### config.mk
export PLATFORM = sky130hd
export DESIGN_NAME = serial_payload_tx
export DESIGN_NICKNAME = d
export VERILOG_FILES = /design/src/rtl/serial_payload_tx.sv
export SDC_FILE = /design/constraint.sdc
export NUM_CORES = 1
export LEC_CHECK = 0
export CORE_AREA = 2 2 271 273
export CTS_BUF_LIST = sky130_fd_sc_hd__clkbuf_4 sky130_fd_sc_hd__clkbuf_8 sky130_fd_sc_hd__clkbuf_16
export DETAILED_ROUTE_END_ITERATION = 8
export DIE_AREA = 0 0 273 275
export DONT_BUFFER_PORTS = 1
export SLEW_MARGIN = 20
export SYNTH_ARGS = -nofsm -noshare
export SYNTH_HDL_FRONTEND = slang
export SYNTH_SLANG_ARGS = --single-unit
### constraint.sdc
create_clock -name clk -period 31.8 [get_ports clk]
set_input_delay 4.77 -clock clk [delete_from_list [all_inputs] [get_ports clk]]
set_output_delay 4.77 -clock clk [all_outputs]
set_load 0.05 [all_outputs]
### src/rtl/serial_payload_tx.sv
// UART transmitter for a whole multi-byte payload: capture on start, send MSB byte first, LSB bit first.
// Optional even parity bit after bit 7 when SERIAL_TX_PARITY_EN is defined.
module serial_payload_tx #(
    parameter int COMM_CLK_FREQUENCY = 100_000_000,
    parameter int BAUD_RATE          = 115_200,
    parameter int PAYLOAD_BYTES      = 84,
    parameter int STOP_BITS          = 1,
    parameter int GAP_BITS           = 0
) (
    input  logic                                   clk,
    input  logic                                   rstn,
    input  logic                                   start,
    input  logic [8*PAYLOAD_BYTES-1:0]             payload,
    input  logic                                   abort,
    output logic                                   txd,
    output logic                                   busy,
    output logic                                   done,
    output logic [$clog2(PAYLOAD_BYTES+1)-1:0]     byte_idx,
    output logic                                   byte_strobe
);

    localparam int DIV  = (COMM_CLK_FREQUENCY + BAUD_RATE / 2) / BAUD_RATE;
    localparam int CNTW = (DIV > 1) ? $clog2(DIV) : 1;
    localparam int IDXW = $clog2(PAYLOAD_BYTES + 1);
    localparam int PW   = 8 * PAYLOAD_BYTES;

    localparam logic [CNTW-1:0] BAUD_LOAD = CNTW'(DIV - 1);
    localparam logic [3:0]      STOP_LAST = 4'(STOP_BITS - 1);
    localparam logic [3:0]      GAP_LAST  = (GAP_BITS > 0) ? 4'(GAP_BITS - 1) : 4'd0;
    localparam logic [IDXW-1:0] LAST_IDX  = IDXW'(PAYLOAD_BYTES - 1);

    if (DIV < 2) begin : g_bad_div
        $error("serial_payload_tx: bit divider must be at least 2");
    end
    if (STOP_BITS < 1 || STOP_BITS > 2) begin : g_bad_stop
        $error("serial_payload_tx: STOP_BITS must be 1 or 2");
    end
    if (GAP_BITS < 0 || GAP_BITS > 15) begin : g_bad_gap
        $error("serial_payload_tx: GAP_BITS must be 0..15");
    end
    if (PAYLOAD_BYTES < 1 || PAYLOAD_BYTES > 256) begin : g_bad_len
        $error("serial_payload_tx: PAYLOAD_BYTES must be 1..256");
    end

    typedef enum logic [2:0] {
        S_IDLE   = 3'd0,
        S_START  = 3'd1,
        S_DATA   = 3'd2,
        S_STOP   = 3'd3,
        S_GAP    = 3'd4
`ifdef SERIAL_TX_PARITY_EN
        ,
        S_PARITY = 3'd5
`endif
    } state_t;

    state_t            r_state;
    state_t            w_state_next;

    logic [CNTW-1:0]   r_baud_cnt;
    logic [CNTW-1:0]   w_baud_cnt_next;
    logic [3:0]        r_bit_cnt;
    logic [3:0]        w_bit_cnt_next;
    logic [PW-1:0]     r_shadow;
    logic [7:0]        r_tx_byte;
    logic              r_abort;

    logic              r_txd;
    logic              r_busy;
    logic              r_done;
    logic              r_strobe;
    logic [IDXW-1:0]   r_byte_idx;

    logic              w_txd_next;
    logic              w_busy_next;
    logic              w_done_next;
    logic              w_strobe_next;
    logic [IDXW-1:0]   w_byte_idx_next;

    logic              w_bit_end;
    logic              w_last_byte;
    logic              w_abort_any;
    logic              w_accept;
    logic              w_load_next_byte;

    assign w_bit_end   = (r_baud_cnt == '0);
    assign w_last_byte = (r_byte_idx == LAST_IDX);
    // An abort arriving in the very cycle a frame ends still counts.
    assign w_abort_any = r_abort | abort;
    assign w_accept    = (r_state == S_IDLE) && start;
    assign w_load_next_byte = (w_state_next == S_START) &&
                              ((r_state == S_STOP) || (r_state == S_GAP));

    always_ff @(posedge clk or negedge rstn) begin
        if (!rstn) begin
            r_state <= S_IDLE;
        end else begin
            r_state <= w_state_next;
        end
    end

    always_comb begin
        w_state_next = r_state;
        case (r_state)
            S_IDLE: begin
                if (start) begin
                    w_state_next = S_START;
                end
            end
            S_START: begin
                if (w_bit_end) begin
                    w_state_next = S_DATA;
                end
            end
            S_DATA: begin
                if (w_bit_end && (r_bit_cnt == 4'd7)) begin
`ifdef SERIAL_TX_PARITY_EN
                    w_state_next = S_PARITY;
`else
                    w_state_next = S_STOP;
`endif
                end
            end
`ifdef SERIAL_TX_PARITY_EN
            S_PARITY: begin
                if (w_bit_end) begin
                    w_state_next = S_STOP;
                end
            end
`endif
            S_STOP: begin
                if (w_bit_end && (r_bit_cnt == STOP_LAST)) begin
                    if (w_last_byte || w_abort_any) begin
                        w_state_next = S_IDLE;
                    end else if (GAP_BITS > 0) begin
                        w_state_next = S_GAP;
                    end else begin
                        w_state_next = S_START;
                    end
                end
            end
            S_GAP: begin
                if (w_abort_any) begin
                    w_state_next = S_IDLE;
                end else if (w_bit_end && (r_bit_cnt == GAP_LAST)) begin
                    w_state_next = S_START;
                end
            end
            default: begin
                w_state_next = S_IDLE;
            end
        endcase
    end

    // Next values for counters and the registered outputs, all derived from the state transition.
    always_comb begin
        w_baud_cnt_next = r_baud_cnt;
        if (w_state_next == S_IDLE) begin
            w_baud_cnt_next = '0;
        end else if ((r_state == S_IDLE) || w_bit_end) begin
            w_baud_cnt_next = BAUD_LOAD;
        end else begin
            w_baud_cnt_next = r_baud_cnt - CNTW'(1);
        end

        w_bit_cnt_next = r_bit_cnt;
        if ((w_state_next != r_state) || (r_state == S_IDLE)) begin
            w_bit_cnt_next = 4'd0;
        end else if (w_bit_end) begin
            w_bit_cnt_next = r_bit_cnt + 4'd1;
        end

        w_txd_next = 1'b1;
        case (w_state_next)
            S_START:  w_txd_next = 1'b0;
            S_DATA:   w_txd_next = r_tx_byte[w_bit_cnt_next[2:0]];
`ifdef SERIAL_TX_PARITY_EN
            S_PARITY: w_txd_next = ^r_tx_byte;
`endif
            default:  w_txd_next = 1'b1;
        endcase

        w_busy_next   = (w_state_next != S_IDLE);
        w_done_next   = (r_state != S_IDLE) && (w_state_next == S_IDLE);
        w_strobe_next = (w_state_next == S_START) && (r_state != S_START);

        w_byte_idx_next = r_byte_idx;
        if (w_accept) begin
            w_byte_idx_next = '0;
        end else if (w_load_next_byte || w_done_next) begin
            w_byte_idx_next = r_byte_idx + IDXW'(1);
        end
    end

    always_ff @(posedge clk or negedge rstn) begin
        if (!rstn) begin
            r_baud_cnt <= '0;
            r_bit_cnt  <= 4'd0;
            r_abort    <= 1'b0;
            r_txd      <= 1'b1;
            r_busy     <= 1'b0;
            r_done     <= 1'b0;
            r_strobe   <= 1'b0;
            r_byte_idx <= '0;
        end else begin
            r_baud_cnt <= w_baud_cnt_next;
            r_bit_cnt  <= w_bit_cnt_next;
            if (r_state == S_IDLE) begin
                r_abort <= 1'b0;
            end else if (abort) begin
                r_abort <= 1'b1;
            end
            r_txd      <= w_txd_next;
            r_busy     <= w_busy_next;
            r_done     <= w_done_next;
            r_strobe   <= w_strobe_next;
            r_byte_idx <= w_byte_idx_next;
        end
    end

    // Shadow copy: first byte goes straight to the bit register, the rest queue up MSB-first.
    always_ff @(posedge clk) begin
        if (w_accept) begin
            r_tx_byte <= payload[PW-1 -: 8];
            r_shadow  <= payload << 8;
        end else if (w_load_next_byte) begin
            r_tx_byte <= r_shadow[PW-1 -: 8];
            r_shadow  <= r_shadow << 8;
        end
    end

    assign txd         = r_txd;
    assign busy        = r_busy;
    assign done        = r_done;
    assign byte_idx    = r_byte_idx;
    assign byte_strobe = r_strobe;

endmodule

### Word-level counts from Yosys, hierarchy flattened

Cells that the tools add are included.

| word-level totals | value |
|---|---|
| flip-flop bits (word level) | 701 |
| input bits | 676 |
| logic and storage cells | 71 |

| operators by class | value |
|---|---|
| add/sub/neg operators | 3 |
| magnitude comparators | 1 |
| equal/unequal tests | 10 |
| muxes and demuxes | 23 |
| bitwise operators | 1 |
| reduce and logical (&&, ||, !) cells | 21 |

Operators by type and width:

| kind | count |
|---|---|
| 2-to-1 mux 672 bit | 2 |
| 2-to-1 mux 10 bit | 2 |
| 2-to-1 mux 3 bit | 6 |
| 2-to-1 mux 8 bit | 2 |
| case mux 3 bit (5 select lines) | 1 |
| 2-to-1 mux 7 bit | 2 |
| zero test 10 bit | 1 |
| subtractor 10 x 1 -> 10 bit, second input constant | 1 |
| equality test 3 x 2 -> 1 bit, second input constant | 3 |
| 2-to-1 mux 4 bit | 2 |
| nonzero test 2 bit | 4 |
| adder 7 x 1 -> 7 bit, second input constant | 1 |
| equality test 7 bit, second input constant | 1 |
| equality test 3 x 1 -> 1 bit, second input constant | 2 |
| logical AND 1 bit | 6 |
| zero test 3 bit | 2 |
| nonzero test 3 bit | 2 |
| logical OR 1 bit | 5 |
| adder 4 x 1 -> 4 bit, second input constant | 1 |
| equality test 4 x 3 -> 1 bit, second input constant | 1 |
| zero test 4 bit | 1 |
| less-than comparator 3 x 4 -> 1 bit, second input constant | 1 |
| 2-to-1 mux 1 bit | 4 |
| binary-select mux 1 bit (select 3 bit) | 1 |
| other kinds (5) | 5 |

### Depth between registers and ports, before layout

| depth | value |
|---|---|
| depth in word-level cells | 11 |
| gate-level depth with buffers | 11 |
| gate-level depth less buffers | 10 |

### Worst setup path before layout

OpenSTA, ideal clock, no wires.

| path | value |
|---|---|
| path type | input -> register |
| from | in start |
| to | reg r_shadow[100] (enable) |
| library setup time | 1.133 ns |
| arrival time | 20.881 ns |
| slack | 9.786 ns |
| stages | 5 |
| buffers on the path | 0 |
| cells stage by stage | nor4b_2 > a31oi_1 > mux2_2 > nand3_1 > and3_1 |

| on the way | value |
|---|---|
| longest elaborated chain between the ends | 5 |
| elaborated cells on any way between the ends | 6 |

Ends and longest elaborated chain:

| what | line | RTL |
|---|---|---|
| from (decl) | 12 | `input logic start,` |
| 2-to-1 mux 3 bit | 106 | `if (start) begin` |
| case mux 3 bit (5 select lines) | 104 | `case (r_state)` |
| named net w_state_next[0] | 58 | `state_t w_state_next;` |
| equality test 3 x 1 -> 1 bit | 91 | `assign w_load_next_byte = (w_state_next == S_START) &&` |
| logical AND 1 bit | 91 |  |
| nonzero test 2 bit (no line) | -- |  |
| to (signal assigned) | 225 | `r_shadow <= payload << 8;` |
| to (signal assigned) | 228 | `r_shadow <= r_shadow << 8;` |
| to (decl) | 64 | `logic [PW-1:0] r_shadow;` |

The timed path passes the listed nets, and every way through them passes these cells.
A chain may end at the register's enable or synchronous reset.

### Worst setup path in the final report

| path | value |
|---|---|
| from | in abort |
| to | reg r_shadow[452] (enable) |

| on the way | value |
|---|---|
| longest elaborated chain between the ends | 8 |
| elaborated cells on any way between the ends | 9 |

Ends and longest elaborated chain:

| what | line | RTL |
|---|---|---|
| from (decl) | 14 | `input logic abort,` |
| OR 1 bit * | 89 | `assign w_abort_any = r_abort \| abort;` |
| logical OR 1 bit | 133 | `if (w_last_byte \|\| w_abort_any) begin` |
| 2-to-1 mux 1 bit | 133 |  |
| 2-to-1 mux 3 bit | 132 | `if (w_bit_end && (r_bit_cnt == STOP_LAST)) begin` |
| case mux 3 bit (5 select lines) * | 104 |  |
| named net w_state_next[0] | 58 |  |
| equality test 3 x 1 -> 1 bit * | 91 |  |
| logical AND 1 bit * | 91 |  |
| nonzero test 2 bit (no line) * | -- |  |

The timed path passes the listed nets; every way through them passes the cells marked *.

==> summary.txt <==
Die
  – Core ar.: 0.0723 sq mm
  – Die area: 0.0751 sq mm
  – IO Count: 687
  – Die H: 275 microns
  – Die X: 273 microns
  – Rows: 99
  – Initial Util: 41.5%

Clock tree
  – Clk sink count: 701
  – CTS H-Tree Depth: 3
  – Worst-path clk slew: 0.06 ns
  – Resize count post-CTS: 0
  – CTS hold repair buffers: 0
  – CTS buffer count: 78
  – Setup bufs post-CTS: 0
  – Maximum root-to-sink buffer count: 3
  – Clock latency on the worst-skew pair: 0.63 ns
  – Clock root buffer: clkbuf_16
  – CTS tree: done

Placement
  – PortBufs: 0
  – Dpl hpwl: 53.3 mm
  – Routability cong.: 0.909

Critical path
  – CP Data Required Time: 32.02 ns
  – Path depth of the worst reg2reg path: 11
  – Startpoint Class: primary input
  – Worst setup EP type: flop
  – Crit path max fanout: 82
  – WS Path Type: primary input to flop
  – Critical path data arrival time: 10.20 ns

Drt
  – Top Layer Used: met5
  – Detailed Route WL: 77.5 mm
  – Initial DRC count: 1788
  – WL met1: 30.1 mm
  – Drt first pass iters: 5
  – Met2 wire len: 37.9 mm
  – Wirelength per Cell: 19.5 microns
  – # DRC: 0
  – Post-route ant nets: 0
  – WL met3: 6.31 mm
  – Via count: 20100
  – Vias per inst: 5.06

STA
  – Worst Tran Pin Value: 1.17 ns
  – Maximum achievable frequency: 100 MHz
  – Total negative slack: 0 ns
  – Tcrit/Tclk final: 31.4%
  – RSZ-0062 raised after global routing: false
  – Max Slew Vio Count: 0
  – Setup Skew: 0.0291 ns
  – Slew headroom: 22.1%
  – Final setup violating endpoints: 0
  – Crit path time final: 9.98 ns
  – Hold Fails Final Rpt: 0

Yosys
  – Avg Inst Size Synth: 10.0 sq um
  – Synthesized flop and latch total: 701
  – Synthesized net count: 3681
  – Total number of yosys warnings: 0
  – Post-synth EDFFs: 672
  – Synth Cell Area: 0.0300 sq mm
  – Post-synth cell types: 53
  – Async S/R FF share, synth: 4.14%
  – Sequential share of the synthesized area: 69.7%
  – Synth Instances: 3001
  – Synth Flop Type: edfxtp_1

Run status
  – Status: finished clean

Power
  – Static leakage: 14.1 nW
  – Peak supply drop: 0.0623 mV
  – Power per cell area: 113 mW/mm^2

Cells and area
  – Net count reported at finish: 3629
  – P&R area growth vs syn: 11.6%
  – Register area: 0.0209 sq mm
  – Fin util: 46.3%
  – Multi-input gate area: 0.00851 sq mm
  – Fillers: 6830
  – Layout cell share with drive strength beyond 1: 5.39%

Global route
  – Initial antenna violation count: 18
  – GRT overflow: 0
  – Vias in the first global route: 19800
  – GRT Overall Usage: 19.6%
  – Largest net degree at the start of global routing: 239
  – Global-route wire length before repair: 113 mm

Job
  – MaxCap Viol Count: 0

Hold path
  – Hold crit path type: flop to flop
  – Worst hold stages: 2
-- layout make-up --
type                       instances  share of cell area [%]
clock inverter                    31                    1.18
clock buffer                     104                    6.61
inverter                          10                   0.112
multi-input combinational       2137                    25.4
sequential                       701                    62.5
tap                              959                    3.58
antenna                           18                   0.135
timing repair buffer              21                   0.520
-- worst paths after layout --
path                                          from                       to  slack [ns]
setup / recovery                             abort  r_shadow[452]$_DFFE_PP_       21.82
hold / removal              r_shadow[67]$_DFFE_PP_   r_shadow[75]$_DFFE_PP_        0.50
setup reg to reg           r_baud_cnt[0]$_DFF_PN0_  r_shadow[452]$_DFFE_PP_       25.02
hold reg to reg             r_shadow[67]$_DFFE_PP_   r_shadow[75]$_DFFE_PP_        0.50
max in group asynchronous                     rstn            txd$_DFF_PN1_       27.78
min in group asynchronous                     rstn  byte_idx[5]$_DFFE_PN0P_        3.84
-- flip-flops by register name, summed over array words and instances (netlist names), 3 cells and up --
| name | flops |
|---|---|
| r_shadow | 664 |
| r_baud_cnt | 10 |
| r_tx_byte | 8 |
| byte_idx | 7 |
| r_bit_cnt | 4 |
| r_state | 3 |
-- kinds of logic (layout without fill, tap and decap cells) --
kind of cell	count (synthesis)	in the layout	synth area share [%]
AOI/OAI and AO/OA	35	35	0.842
DFF	701	701	69.7
and+or+nand+nor	2080	2080	26.6
adders and majority gates	4	4	0.167
buffers and inverters	163	166	2.05
other	0	18	0
xor gates and xnor gates	10	10	0.292
muxes	8	8	0.363
-- report_power, final --
part | switching [mW] | internal (mW) | total [mW]
combinational | 0.683 | 0.243 | 0.926
sequential | 0.166 | 1.77 | 1.94
clock | 0.371 | 0.548 | 0.919
-- synthesized netlist by cell type (5+ instances only) --
| master | instances | area (sq um) |
|---|---|---|
| inv_1 | 9 | 33.8 |
| clkbuf_1 | 152 | 571 |
| nor3_1 | 5 | 25.0 |
| a21oi_1 | 11 | 55.1 |
| nand2_1 | 2011 | 7550 |
| xnor2_1 | 6 | 52.6 |
| nor2_1 | 18 | 67.6 |
| and2_1 | 9 | 56.3 |
| o21ai_0 | 5 | 25.0 |
| edfxtp_1 | 672 | 20200 |
| dfrtp_1 | 28 | 701 |
-- layout by cell type, fill, tap and decap left out, drive strengths merged, types with 7 or more instances in the layout --
| master | n |
|---|---|
| nor2 | 19 |
| buf | 21 |
| and2 | 9 |
| diode | 18 |
| nand2 | 2011 |
| inv | 12 |
| edfxtp | 672 |
| dfrtp | 28 |
| a21oi | 11 |
| bufinv | 7 |
| clkinv | 21 |
| clkbuf | 104 |
-- critical path, cell delays in order --
cell and delay (ns):
nor2_1 0.21, nor4b_1 0.44, nand2_1 0.12, nand3_1 0.24, and3_4 0.82, buf_4 0.82
buf_4 0.84, buf_4 0.85, buf_4 0.90
-- stage by stage --
step	hold slack, ns	total power, mW	std cells	instance area, sq um	setup slack (ns)
6_report	0.500	3.78	3981	33500	21.82
5_1_grt	0.514	4.03	3978	33500	21.24
4_1_cts	0.492	3.82	3963	33400	21.86
3_5_place_dp	0.498	2.89	3828	30800	21.23
3_3_place_gp	0.495	2.84	3828	30800	21.33
2_1_floorplan	0.469	2.97	3001	30000	9.79
-- routing by layer --
layer	global-route usage (%)	vias to the layer above
li1	-	9644
met1	23.5	9662
met2	32.6	681
met3	5.74	152
met4	9.48	2
met5	0	-
No activity file was read; power rests on OpenSTA's default activity.
